### config.mk
export PLATFORM = sky130hd
export DESIGN_NAME = int_sequencer
export DESIGN_NICKNAME = d
export VERILOG_FILES = /design/src/rtl/int_seq_pkg.sv /design/src/rtl/int_priority_sel.sv /design/src/rtl/int_sequencer.sv
export SDC_FILE = /design/constraint.sdc
export NUM_CORES = 1
export LEC_CHECK = 0
export ABC_AREA = 1
export BUFFER_PORTS_ARGS = -buffer_cell sky130_fd_sc_hd__buf_2
export CAP_MARGIN = 30
export CORE_MARGIN = 8
export CORE_UTILIZATION = 43
export CTS_BUF_LIST = sky130_fd_sc_hd__clkbuf_16
export CTS_CLUSTER_DIAMETER = 50
export DETAILED_ROUTE_END_ITERATION = 8
export HOLD_SLACK_MARGIN = 0.02
export PLACE_DENSITY = 0.9
export SETUP_SLACK_MARGIN = 0.2
export SLEW_MARGIN = 25
export SYNTH_ARGS = -nofsm -noshare
export SYNTH_HDL_FRONTEND = slang
export SYNTH_HIERARCHICAL = 1
export SYNTH_SLANG_ARGS = --single-unit
### constraint.sdc
create_clock -name clock -period 1.9 [get_ports clock]
set_input_delay 0.57 -clock clock [delete_from_list [all_inputs] [get_ports clock]]
set_output_delay 0.57 -clock clock [all_outputs]
set_load 0.03 [all_outputs]
### src/rtl/int_seq_pkg.sv
// Shared definitions for the interrupt sequencer: state encoding, cause codes and
// default register-file save addresses.
package int_seq_pkg;

  typedef logic [2:0] state_t;

  localparam state_t ST_IDLE       = 3'd0;
  localparam state_t ST_ARMED      = 3'd1;
  localparam state_t ST_SAVE_PC    = 3'd2;
  localparam state_t ST_SAVE_CAUSE = 3'd3;
  localparam state_t ST_VECTOR     = 3'd4;
  localparam state_t ST_KERNEL     = 3'd5;
  localparam state_t ST_RETURN     = 3'd6;

  typedef logic [1:0] cause_t;

  localparam cause_t CAUSE_NONE  = 2'd0;
  localparam cause_t CAUSE_SYS   = 2'd1;
  localparam cause_t CAUSE_TIMER = 2'd2;
  localparam cause_t CAUSE_OP    = 2'd3;

  localparam logic [7:0] DEFAULT_EPC_ADDR   = 8'd30;
  localparam logic [7:0] DEFAULT_CAUSE_ADDR = 8'd31;

  // Fixed priority: syscall > timer > DMA op.
  function automatic cause_t pick_cause(input logic sys_req, input logic timer_req,
                                        input logic op_req);
    if (sys_req)        return CAUSE_SYS;
    else if (timer_req) return CAUSE_TIMER;
    else if (op_req)    return CAUSE_OP;
    else                return CAUSE_NONE;
  endfunction

endpackage

### src/rtl/int_priority_sel.sv
// Combinational interrupt winner selection and vector lookup.
// win_cause comes from the live requests; vector is selected by the caller's cause_sel.
module int_priority_sel
  import int_seq_pkg::*;
#(
  parameter int PC_WIDTH = 16
) (
  input  logic                sys_req,
  input  logic                timer_req,
  input  logic                op_req,
  input  cause_t              cause_sel,
  input  logic [PC_WIDTH-1:0] sys_vec,
  input  logic [PC_WIDTH-1:0] timer_vec,
  input  logic [PC_WIDTH-1:0] op_vec,
  output cause_t              win_cause,
  output logic [PC_WIDTH-1:0] vector
);

  always_comb begin
    win_cause = pick_cause(sys_req, timer_req, op_req);
  end

  always_comb begin
    vector = '0;
    unique case (cause_sel)
      CAUSE_SYS:   vector = sys_vec;
      CAUSE_TIMER: vector = timer_vec;
      CAUSE_OP:    vector = op_vec;
      default:     vector = '0;
    endcase
  end

endmodule

### src/rtl/int_sequencer.sv
// Interrupt entry/exit sequencer: saves EPC and cause, vectors, tracks kernel mode.
// Optional INT_SEQ_STATS_EN adds a wrapping 16-bit int_count of taken interrupts.
module int_sequencer
  import int_seq_pkg::*;
#(
  parameter int         PC_WIDTH   = 16,
  parameter logic [7:0] EPC_ADDR   = DEFAULT_EPC_ADDR,
  parameter logic [7:0] CAUSE_ADDR = DEFAULT_CAUSE_ADDR
) (
  input  logic                clock,
  input  logic                init_flag,
  input  logic                timer_int,
  input  logic                op_int,
  input  logic [PC_WIDTH-1:0] int_pos,
  input  logic [PC_WIDTH-1:0] op_int_pos,
  input  logic [PC_WIDTH-1:0] sys_int_pos,
  input  logic                SYS_call,
  input  logic                RTI_flag,
  input  logic                PRG_ENB,
  input  logic [PC_WIDTH-1:0] PC_pos,
  output logic                stall,
  output logic                PC_load,
  output logic [PC_WIDTH-1:0] PC_load_value,
  output logic                kernel_mode,
  output logic                timer_ack,
  output logic                RF_write_flag,
  output logic [7:0]          RF_write_addr,
  output logic [31:0]         RF_write_data
`ifdef INT_SEQ_STATS_EN
  ,
  output logic [15:0]         int_count
`endif
);

  state_t              state_q, state_d;
  logic                sys_pend_q, sys_pend_d;
  logic [PC_WIDTH-1:0] epc_q, epc_d;
  cause_t              cause_q, cause_d;
  cause_t              win_cause;
  logic [PC_WIDTH-1:0] sel_vector;
  logic                pending;

  int_priority_sel #(
    .PC_WIDTH (PC_WIDTH)
  ) u_sel (
    .sys_req   (sys_pend_q),
    .timer_req (timer_int),
    .op_req    (op_int),
    .cause_sel (cause_q),
    .sys_vec   (sys_int_pos),
    .timer_vec (int_pos),
    .op_vec    (op_int_pos),
    .win_cause (win_cause),
    .vector    (sel_vector)
  );

  assign pending = sys_pend_q | timer_int | op_int;

  always_comb begin
    state_d    = state_q;
    sys_pend_d = sys_pend_q;
    epc_d      = epc_q;
    cause_d    = cause_q;
    // Syscalls only latch outside the entry/kernel window, so they never nest.
    if (SYS_call && (state_q == ST_IDLE || state_q == ST_ARMED)) sys_pend_d = 1'b1;
    case (state_q)
      ST_IDLE: if (pending) state_d = ST_ARMED;
      ST_ARMED: begin
        if (!pending) begin
          state_d = ST_IDLE;
        end else if (PRG_ENB) begin
          epc_d   = PC_pos;
          cause_d = win_cause;
          state_d = ST_SAVE_PC;
        end
      end
      ST_SAVE_PC:    state_d = ST_SAVE_CAUSE;
      ST_SAVE_CAUSE: state_d = ST_VECTOR;
      ST_VECTOR: begin
        if (cause_q == CAUSE_SYS) sys_pend_d = 1'b0;
        state_d = ST_KERNEL;
      end
      ST_KERNEL: if (RTI_flag) state_d = ST_RETURN;
      ST_RETURN: state_d = ST_IDLE;
      default:   state_d = ST_IDLE;
    endcase
  end

  always_ff @(posedge clock or negedge init_flag) begin
    if (!init_flag) begin
      state_q    <= ST_IDLE;
      sys_pend_q <= 1'b0;
      epc_q      <= '0;
      cause_q    <= CAUSE_NONE;
    end else begin
      state_q    <= state_d;
      sys_pend_q <= sys_pend_d;
      epc_q      <= epc_d;
      cause_q    <= cause_d;
    end
  end

  // Outputs decode straight from state so an async reset clears them at once.
  always_comb begin
    stall         = 1'b0;
    PC_load       = 1'b0;
    PC_load_value = '0;
    kernel_mode   = 1'b0;
    timer_ack     = 1'b0;
    RF_write_flag = 1'b0;
    RF_write_addr = 8'd0;
    RF_write_data = 32'd0;
    case (state_q)
      ST_SAVE_PC: begin
        stall         = 1'b1;
        RF_write_flag = 1'b1;
        RF_write_addr = EPC_ADDR;
        RF_write_data = 32'(epc_q);
      end
      ST_SAVE_CAUSE: begin
        stall         = 1'b1;
        RF_write_flag = 1'b1;
        RF_write_addr = CAUSE_ADDR;
        RF_write_data = 32'(cause_q);
      end
      ST_VECTOR: begin
        PC_load       = 1'b1;
        PC_load_value = sel_vector;
        kernel_mode   = 1'b1;
        timer_ack     = (cause_q == CAUSE_TIMER);
      end
      ST_KERNEL: kernel_mode = 1'b1;
      ST_RETURN: begin
        PC_load       = 1'b1;
        PC_load_value = epc_q;
      end
      default: ;
    endcase
  end

`ifdef INT_SEQ_STATS_EN
  logic [15:0] int_count_q;

  always_ff @(posedge clock or negedge init_flag) begin
    if (!init_flag) begin
      int_count_q <= 16'd0;
    end else if (state_q == ST_VECTOR) begin
      int_count_q <= int_count_q + 16'd1;
    end
  end

  assign int_count = int_count_q;
`endif

endmodule
==> impl_metrics.tcl, run 1 <==
set metrics [dict create \
    fin_crit_ps 2200 \
    drive_gt1_share_pct 66.1 \
    routedWlPerCell_um 28.1 \
    syn_area_sq_mm 0.00203 \
    root_buffer "clkbuf_16" \
    io_buffers 112 \
    drtAntennaViolNets 0 \
    area_growth_pct 103 \
    fp.dieW_um 84.8 \
    grt_pass1_wl_um 15500 \
    core_area_sq_mm 0.00463 \
    finalPower_mw 6.54 \
    finalSetupViolations 40 \
    synth.avg_cell_area_sq_um 6.87 \
    yosys-top-cells-area "dfrtp_1 (27%), nand3_1 (22%), buf_4 (9.2%)" \
    skew_ps 4.31 \
    hold_path_class "input pin to async pin" \
    finalMaxSlewViolations 0 \
    fp-row-count 25 \
    dp.final_hpwl_um 5820 \
    wl_um 13800 \
    ys_types 27 \
    synth-edff-count 0 \
    grt_overflow 0 \
    vdd_drop_max_uv 969 \
    fin_area_sq_mm 0.00412 \
    p_leak_nw 1.94 \
    grt_pass1_vias 2907 \
    timing.fmax_mhz 455 \
    crit_fanout 7 \
    drv_cap 0 \
    place_inst 454 \
    cts_buffers 3 \
    cts.sinks 22 \
    ys.flop_type "dfrtp_1" \
    drt_iter0_markers 378 \
    layout.cells.non_filler 490 \
    yosysSeqAreaShare_pct 27.1 \
    synth_top_area_cell "dfrtp_1" \
    yosys-top-cells-count "nand3_1 (90), nand2_1 (46), buf_4 (25), inv_1 (25), nor2_1 (24)" \
    worstPathArrival_ps 1630 \
    synth_top_area_share_pct 27.1 \
    violations "negative setup slack" \
    insertion_delay_ps 250 \
    setup_tns_ps -7220 \
    htree_levels 1 \
    startpoint_type "flip-flop" \
    async_flop_share_pct 100 \
    crit_type "flip-flop to output pin" \
    status "finished with violations" \
    firstDrtPassIters 5 \
    cp-end-kind "output pin" \
    viasPerCell 6.37 \
    synthCells 296 \
    grt_usage_pct 26.9 \
    grt_max_degree 23 \
    ys_ff_latch 22 \
    die_y_um 84.8 \
    setup_ws_ps -297 \
    cts_tree "yes" \
    pin_count 132 \
    synth_most_common_cell "nand3_1" \
    fin_nets 509 \
    place_area_sq_mm 0.00280 \
    vias 3122 \
    hold_violations 0 \
    synth.yosys.warnings 6 \
    rsz0062_at_grt "yes" \
    cts_max_path_buffers 2 \
    start_util_pct 43.9 \
    post-route-period-util_pct 116 \
    antenna_found_initial 0 \
    globalplace.congestion 0.966 \
    power_density_mw_per_mm2 1590 \
    dieArea_sq_mm 0.00719 \
    clkTransAtPathRegs_ps 50 \
    antennaDiodeCount 0 \
    drcViolationCount 0 \
    required_ps 1330 \
]
## cell families (layout without fill, tap and decap cells)
logic type             after synthesis  in the layout  synth area share, %
other                                1             19                0.184
AOI/OAI and AO/OA                   23             23                 5.97
and+or+nand+nor                    178            179                 42.8
buffers and inverters               72            193                 23.9
DFF                                 22             22                 27.1
## layout make-up
cell class	instances	area, sq um
Fill cell	166	510
Timing Repair Buffer	162	1490
Multi-Input combinational cell	221	1760
Sequential cell	22	557
Clock buffer	3	75.1
Tap cell	54	67.6
Inverter	28	168
## path summary, 6_finish.rpt
path	from	to	slack (ps)	depth (start not counted)
max in group asynchronous	init_flag	state_q[0]	1260	1
max reg2reg	state_q[1]	epc_q[13]	110	9
max	cause_q[1]	PC_load_value[6]	-300	7
min reg2reg	epc_q[5]	epc_q[5]	510	2
min	init_flag	sys_pend_q	280	1
min in group clock	epc_q[5]	epc_q[5]	510	2
## sequential cells by signal (all words and copies together), names as in the netlist
| register | flops |
|---|---|
| cause_q | 2 |
| state_q | 3 |
| sys_pend_q | 1 |
| epc_q | 16 |
## cells in the final DEF, fill, tap and decap left out, types with 5 or more instances in the layout
cell,instances
buf_4,21
buf_8,5
conb_1,19
buf_12,7
o21ai_4,10
nand3_1,34
inv_1,22
clkbuf_16,7
nand3_4,7
dfrtp_1,17
buf_2,70
dfrtp_2,5
nor2_4,18
nand2_1,40
nor2_1,8
o21ai_2,5
nand3_2,59
buf_6,52
## metal layers
metal	vias up	track usage, %	part of all wire [%]
met5	-	0	0
met4	0	18.3	7.0
met3	91	10.4	14
met2	365	45.0	45
met1	1445	27.2	34
li1	1221	-	-
## power breakdown
group | switching [mW] | internal [mW] | leakage (nW) | total [mW]
sequential | 0.268 | 0.694 | 0.266 | 0.962
clock | 0.157 | 0.278 | 0.0370 | 0.435
combinational | 3.12 | 2.02 | 1.64 | 5.14
## worst max-delay path: stages, from the launching register on
cell	delay, ps
dfrtp_2	470
buf_12	170
buf_12	140
nand3_2	100
nand3_2	150
nand3_2	140
o21ai_4	60
buf_6	140
## per-stage QoR
| step | utilization [%] | hold slack [ps] | worst slack, ps |
|---|---|---|---|
| 3_3_place_gp | 60.5 | 455 | 60.9 |
| 5_1_grt | 89.0 | 310 | -329 |
| 4_1_cts | 75.6 | 288 | -148 |
| 6_report | 89.0 | 279 | -297 |
| 3_5_place_dp | 60.5 | 461 | 27.5 |
| 2_1_floorplan | - | 274 | 12.1 |
## what timing repair did
action / in CTS / in global routing
gates resized for setup: 132 / 85
cloned: 3 / 5
hold buffers: 0 / 0
pin swaps: 11 / 20
setup buffers: 13 / 12
setup endpoints to repair: 42 / 50
(Power assumes the default switching activity.)
==> run 2, diff against run 1 <==
--- a/config.mk
+++ b/config.mk
@@ -9,15 +9,14 @@
 export BUFFER_PORTS_ARGS = -buffer_cell sky130_fd_sc_hd__buf_2
 export CAP_MARGIN = 30
 export CORE_MARGIN = 8
-export CORE_UTILIZATION = 43
+export CORE_UTILIZATION = 40
 export CTS_BUF_LIST = sky130_fd_sc_hd__clkbuf_16
 export CTS_CLUSTER_DIAMETER = 50
 export DETAILED_ROUTE_END_ITERATION = 8
 export HOLD_SLACK_MARGIN = 0.02
-export PLACE_DENSITY = 0.9
+export PLACE_DENSITY = 0.89
 export SETUP_SLACK_MARGIN = 0.2
 export SLEW_MARGIN = 25
 export SYNTH_ARGS = -nofsm -noshare
 export SYNTH_HDL_FRONTEND = slang
-export SYNTH_HIERARCHICAL = 1
 export SYNTH_SLANG_ARGS = --single-unit
==> impl_metrics.tcl, run 2 <==
set metrics [dict create \
    vdd_drop_max_uv 1120 \
    startpoint_type "flip-flop" \
    grt_pass1_wl_um 12000 \
    synth-edff-count 0 \
    ys.flop_type "dfrtp_1" \
    setup_ws_ps -261 \
    slowest_stage "dfrtp_2" \
    crit_family "flip-flops" \
    core_area_sq_mm 0.00426 \
    pin_count 132 \
    cts_max_path_buffers 2 \
    io_buffers 112 \
    dp_slack_ps -16.2 \
    crit_type "flip-flop to output pin" \
    yosys-top-cells-area "dfrtp_1 (32%), nand2_1 (20%), buf_4 (10%)" \
    dp.final_hpwl_um 5270 \
    synthCells 269 \
    worstPathArrival_ps 1590 \
    grt_pass1_vias 2447 \
    root_buffer "clkbuf_16" \
    globalplace.congestion 0.898 \
    fin_nets 476 \
    wl_um 9090 \
    fp.dieW_um 81.7 \
    htree_levels 1 \
    fin_crit_ps 2160 \
    required_ps 1330 \
    hold_violations 0 \
    drt_iter0_markers 122 \
    status "finished with violations" \
    crit_top_cell "nand2_1" \
    violations "negative setup slack" \
    postCtsHoldBufs 0 \
    whs_ps 267 \
    synth.avg_cell_area_sq_um 6.42 \
    hold_path_class "input pin to async pin" \
    cts_buffers 3 \
    drcViolationCount 0 \
    vias 2367 \
    synth_most_common_cell "nand2_1" \
    synth_top_area_cell "dfrtp_1" \
    syn_area_sq_mm 0.00173 \
    insertion_delay_ps 260 \
    final_common_cell "nand2_1" \
    critical-path-max-stage-delay_ps 450 \
    setup_tns_ps -6700 \
    die_y_um 81.7 \
    area_growth_pct 97.0 \
    power_density_mw_per_mm2 1690 \
    ys_ff_latch 22 \
    drv_cap 0 \
    crit_fanout 8 \
    finalSetupViolations 40 \
    r2r_cells 8 \
    finalMaxSlewViolations 0 \
    regMostFlops "epc_q" \
    grt_max_degree 33 \
    cts.sinks 22 \
    timing.fmax_mhz 463 \
    skew_ps 1.27 \
    routedWlPerCell_um 19.9 \
    synth.yosys.warnings 0 \
    antenna_found_initial 0 \
    dieArea_sq_mm 0.00668 \
    viasPerCell 5.19 \
    grt_usage_pct 23.0 \
    drtAntennaViolNets 0 \
    crit_buf_inv 3 \
    antennaDiodeCount 0 \
    final_cell_mix "nand2_1 (75), buf_2 (70), buf_6 (49), inv_1 (22), o21ai_0 (21)" \
    rsz0062_at_grt "yes" \
    final_util_pct 79.8 \
    post-route-period-util_pct 114 \
    path_cells "inv_2 -> nor2_4 -> clkbuf_16 -> nand2_1 -> nand3_1 -> nand2_1 -> o21ai_1 -> buf_4" \
    drive_gt1_share_pct 56.4 \
    clkTransAtPathRegs_ps 60 \
    yosysSeqAreaShare_pct 31.9 \
    start_util_pct 40.5 \
    cp-end-kind "output pin" \
    async_flop_share_pct 100 \
    ys_types 23 \
    largest_reg_flops 16 \
    path_depth 8 \
    firstDrtPassIters 5 \
    p_leak_nw 1.73 \
    fp-row-count 24 \
    cts_tree "yes" \
    grt_overflow 0 \
    yosys-top-cells-count "nand2_1 (90), o21ai_0 (35), inv_1 (27), nor2_1 (25), buf_4 (24)" \
    synth_top_area_share_pct 31.9 \
    largestRegisters "epc_q (16), state_q (3), cause_q (2)" \
]
[run 2: power breakdown]
| group | switching (mW) | internal [mW] |
|---|---|---|
| Clock | 0.171 | 0.418 |
| Combinational | 2.61 | 1.69 |
| Sequential | 0.160 | 0.709 |
| Total | 2.94 | 2.82 |
[run 2: layout make-up]
class                           count  area (sq um)
Sequential cell                    22           556
Fill cell                         262           860
Multi-Input combinational cell    202          1340
Inverter                           30           125
Clock buffer                        3          75.1
Tap cell                           52          65.1
Timing Repair Buffer              146          1220
Clock inverter                      1          30.0
[run 2: path summary, 6_finish.rpt]
check	slack, ps	end	from
min in group clock	520	epc_q[0]	PC_pos[0]
worst min register to register	630	epc_q[3]	epc_q[3]
worst max register to register	180	epc_q[8]	state_q[1]
worst min-delay path	270	epc_q[1]	init_flag
worst max-delay path	-260	PC_load_value[1]	cause_q[0]
max in group asynchronous	1270	cause_q[0]	init_flag
[run 2: logic make-up after synthesis]
kind of cell	share of synthesized area [%]
and+or+nand+nor	34.1
buffers and inverters	20.9
AOI/OAI and AO/OA	12.9
DFF	31.9
other	0.217
[run 2: worst reg2reg max path: stages (launching register included)]
cell and delay, ps:
dfrtp_2 450, inv_2 120, buf_4 130, buf_4 150, nand3_4 100, nor3_4 280, buf_12 220, nand2_1 80
o21ai_0 110
[run 2: through the flow]
stage	cells	power [mW]	cell area (sq um)
final	456	5.76	3400
after global routing	456	6.01	3400
after CTS	448	5.09	3170
after detailed placement	436	3.78	2610
after global placement	436	3.69	2610
after floorplan	287	2.92	2050
[run 2: what timing repair did]
action | CTS | global route
setup endpoints to repair | 42 | 58
setup buffers | 7 | 7
gates cloned | 1 | 1
pin swaps | 4 | 5
resized for setup | 116 | 38
[run 2: per-layer routing]
layer	up-vias	track usage (%)	routed length, um
met2	154	40.6	4630
met4	0	14.2	504
met1	1095	23.8	3250
met3	45	5.80	709
li1	1073	-	-
met5	-	0	0
==> run 3, diff against run 2 <==
--- a/config.mk
+++ b/config.mk
@@ -9,12 +9,12 @@
 export BUFFER_PORTS_ARGS = -buffer_cell sky130_fd_sc_hd__buf_2
 export CAP_MARGIN = 30
 export CORE_MARGIN = 8
-export CORE_UTILIZATION = 40
+export CORE_UTILIZATION = 43
 export CTS_BUF_LIST = sky130_fd_sc_hd__clkbuf_16
 export CTS_CLUSTER_DIAMETER = 50
 export DETAILED_ROUTE_END_ITERATION = 8
 export HOLD_SLACK_MARGIN = 0.02
-export PLACE_DENSITY = 0.89
+export PLACE_DENSITY = 0.95
 export SETUP_SLACK_MARGIN = 0.2
 export SLEW_MARGIN = 25
 export SYNTH_ARGS = -nofsm -noshare
==> constraint.sdc (replaced) <==
create_clock -name clock -period 2.77 [get_ports clock]
set_input_delay 0.831 -clock clock [delete_from_list [all_inputs] [get_ports clock]]
set_output_delay 0.831 -clock clock [all_outputs]
set_load 0.03 [all_outputs]
==> impl_metrics.tcl, run 3 (synthesis results as in run 2) <==
set metrics [dict create \
    final_common_cell "buf_2" \
    firstDrtPassIters 4 \
    crit_fanout 8 \
    grt_use_met3_pct 3.83 \
    met1_usage_pct 19.7 \
    rsz0062_at_grt "yes" \
    status "finished clean" \
    routedWlPerCell_um 14.0 \
    postCtsHoldBufs 0 \
    grt_usage_pct 18.4 \
    cts.sinks 22 \
    layout.cells.non_filler 425 \
    grt_pass1_vias 2056 \
    fp-row-count 23 \
    grt_pass1_wl_um 9470 \
    timing.fmax_mhz 403 \
    final_util_pct 59.1 \
    viasPerCell 4.74 \
    globalplace.congestion 0.903 \
    startpoint "state_q[1]" \
    hold_path_class "input pin to async pin" \
    regMostFlops "epc_q" \
    pin_count 132 \
    drv_cap 0 \
    cp-end-kind "output pin" \
    hold_violations 0 \
    fill_cells 384 \
    finalMaxSlewViolations 0 \
    place_inst 421 \
    drive_gt1_share_pct 37.1 \
    fin_nets 448 \
    io_buffers 112 \
    antennaDiodeCount 0 \
    dieArea_sq_mm 0.00630 \
    wl_um 5960 \
    vias 2013 \
    crit_type "flip-flop to output pin" \
    insertion_delay_ps 250 \
    p_leak_nw 1.36 \
    clkTransAtPathRegs_ps 50 \
    post-route-period-util_pct 89.6 \
    top_usage_layer "met2" \
    power_density_mw_per_mm2 1060 \
    die_y_um 79.4 \
    vdd_drop_max_uv 602 \
    antenna_found_initial 0 \
    final_cell_mix "buf_2 (108), nand2_1 (88), o21ai_0 (35), inv_1 (25), nor2_1 (23)" \
    drt_iter0_markers 75 \
    required_ps 1940 \
    start_util_pct 43.8 \
    finalSetupViolations 0 \
    drtAntennaViolNets 0 \
    postCtsSetupBuffers 0 \
    fin_crit_ps 2480 \
    dp.final_hpwl_um 4990 \
    startpoint_type "flip-flop" \
    cts_max_path_buffers 2 \
    dp_slack_ps 389 \
    grt_max_degree 25 \
    setup_ws_ps 287 \
    core_area_sq_mm 0.00394 \
    skew_ps 2.55 \
    cts_buffers 3 \
    cts_tree "yes" \
    grt_overflow 0 \
    root_buffer "clkbuf_16" \
    worstPathArrival_ps 1650 \
    use_met2_pct 34.3 \
    regToRegStartpoint "state_q[2]" \
    largest_reg_flops 16 \
    drcViolationCount 0 \
    setup_tns_ps 0 \
    largestRegisters "epc_q (16), state_q (3), cause_q (2)" \
    htree_levels 1 \
    fp.dieW_um 79.4 \
    area_growth_pct 34.9 \
]
-- run 3: cell types whose count changed in the layout (fill, tap and decap cells not counted), moves of 14 or more --
cell	previous run	this run
buf_2	70	108
buf_6	49	1
nand3_1	5	19
nor2_1	9	23
nor2_4	18	0
o21ai_0	21	35
-- run 3: power by group --
part           internal, mW  total (mW)  switching (mW)
Sequential            0.481       0.574          0.0928
Combinational         0.455        1.60            1.15
Clock                 0.190       0.294           0.103
-- run 3: metrics by stage --
step	hold slack [ps]	total power, mW	area [sq um]
after floorplan	501	1.75	1800
after global placement	530	2.07	2210
after detailed placement	550	2.12	2210
after CTS	545	2.43	2290
after global routing	567	2.68	2330
final	525	2.47	2330
-- run 3: cell type report --
| class | instances | area (sq um) | area share, % |
|---|---|---|---|
| Sequential cell | 22 | 552 | 23.7 |
| Clock buffer | 3 | 75.1 | 3.22 |
| Inverter | 30 | 119 | 5.10 |
| Tap cell | 50 | 62.6 | 2.68 |
| Timing Repair inverter | 1 | 7.51 | 0.322 |
| Multi-Input combinational cell | 202 | 903 | 38.8 |
| Timing Repair Buffer | 117 | 612 | 26.2 |
-- run 3: worst max-delay path, stage by stage, from the launching register on --
cell and delay, ps:
dfrtp_1 420, inv_2 100, nor2_2 280, nand2_1 170, o22ai_1 200, buf_2 230
-- run 3: final timing paths --
| kind | endpoint | slack [ps] | cells after the start |
|---|---|---|---|
| worst min register to register | epc_q[3] | 560 | 2 |
| max in group asynchronous | cause_q[1] | 1900 | 1 |
| min in group clock | epc_q[3] | 560 | 2 |
| worst min-delay path | epc_q[2] | 530 | 1 |
| worst max-delay path | RF_write_data[0] | 290 | 5 |
| worst max register to register | epc_q[1] | 1170 | 5 |
-- run 3: repair_timing --
action                                  in CTS  in global routing
cloned                                       0                  1
endpoints found under the setup margin      16                 32
gates resized for setup                      1                 14
-- run 3: per-layer routing --
| metal | share of wire, % | routed length, um | up-vias |
|---|---|---|---|
| met4 | 2.0 | 121 | 0 |
| met5 | 0 | 0 | - |
| met1 | 37 | 2230 | 906 |
| met3 | 8.5 | 508 | 11 |
| li1 | - | - | 1010 |
| met2 | 52 | 3100 | 86 |
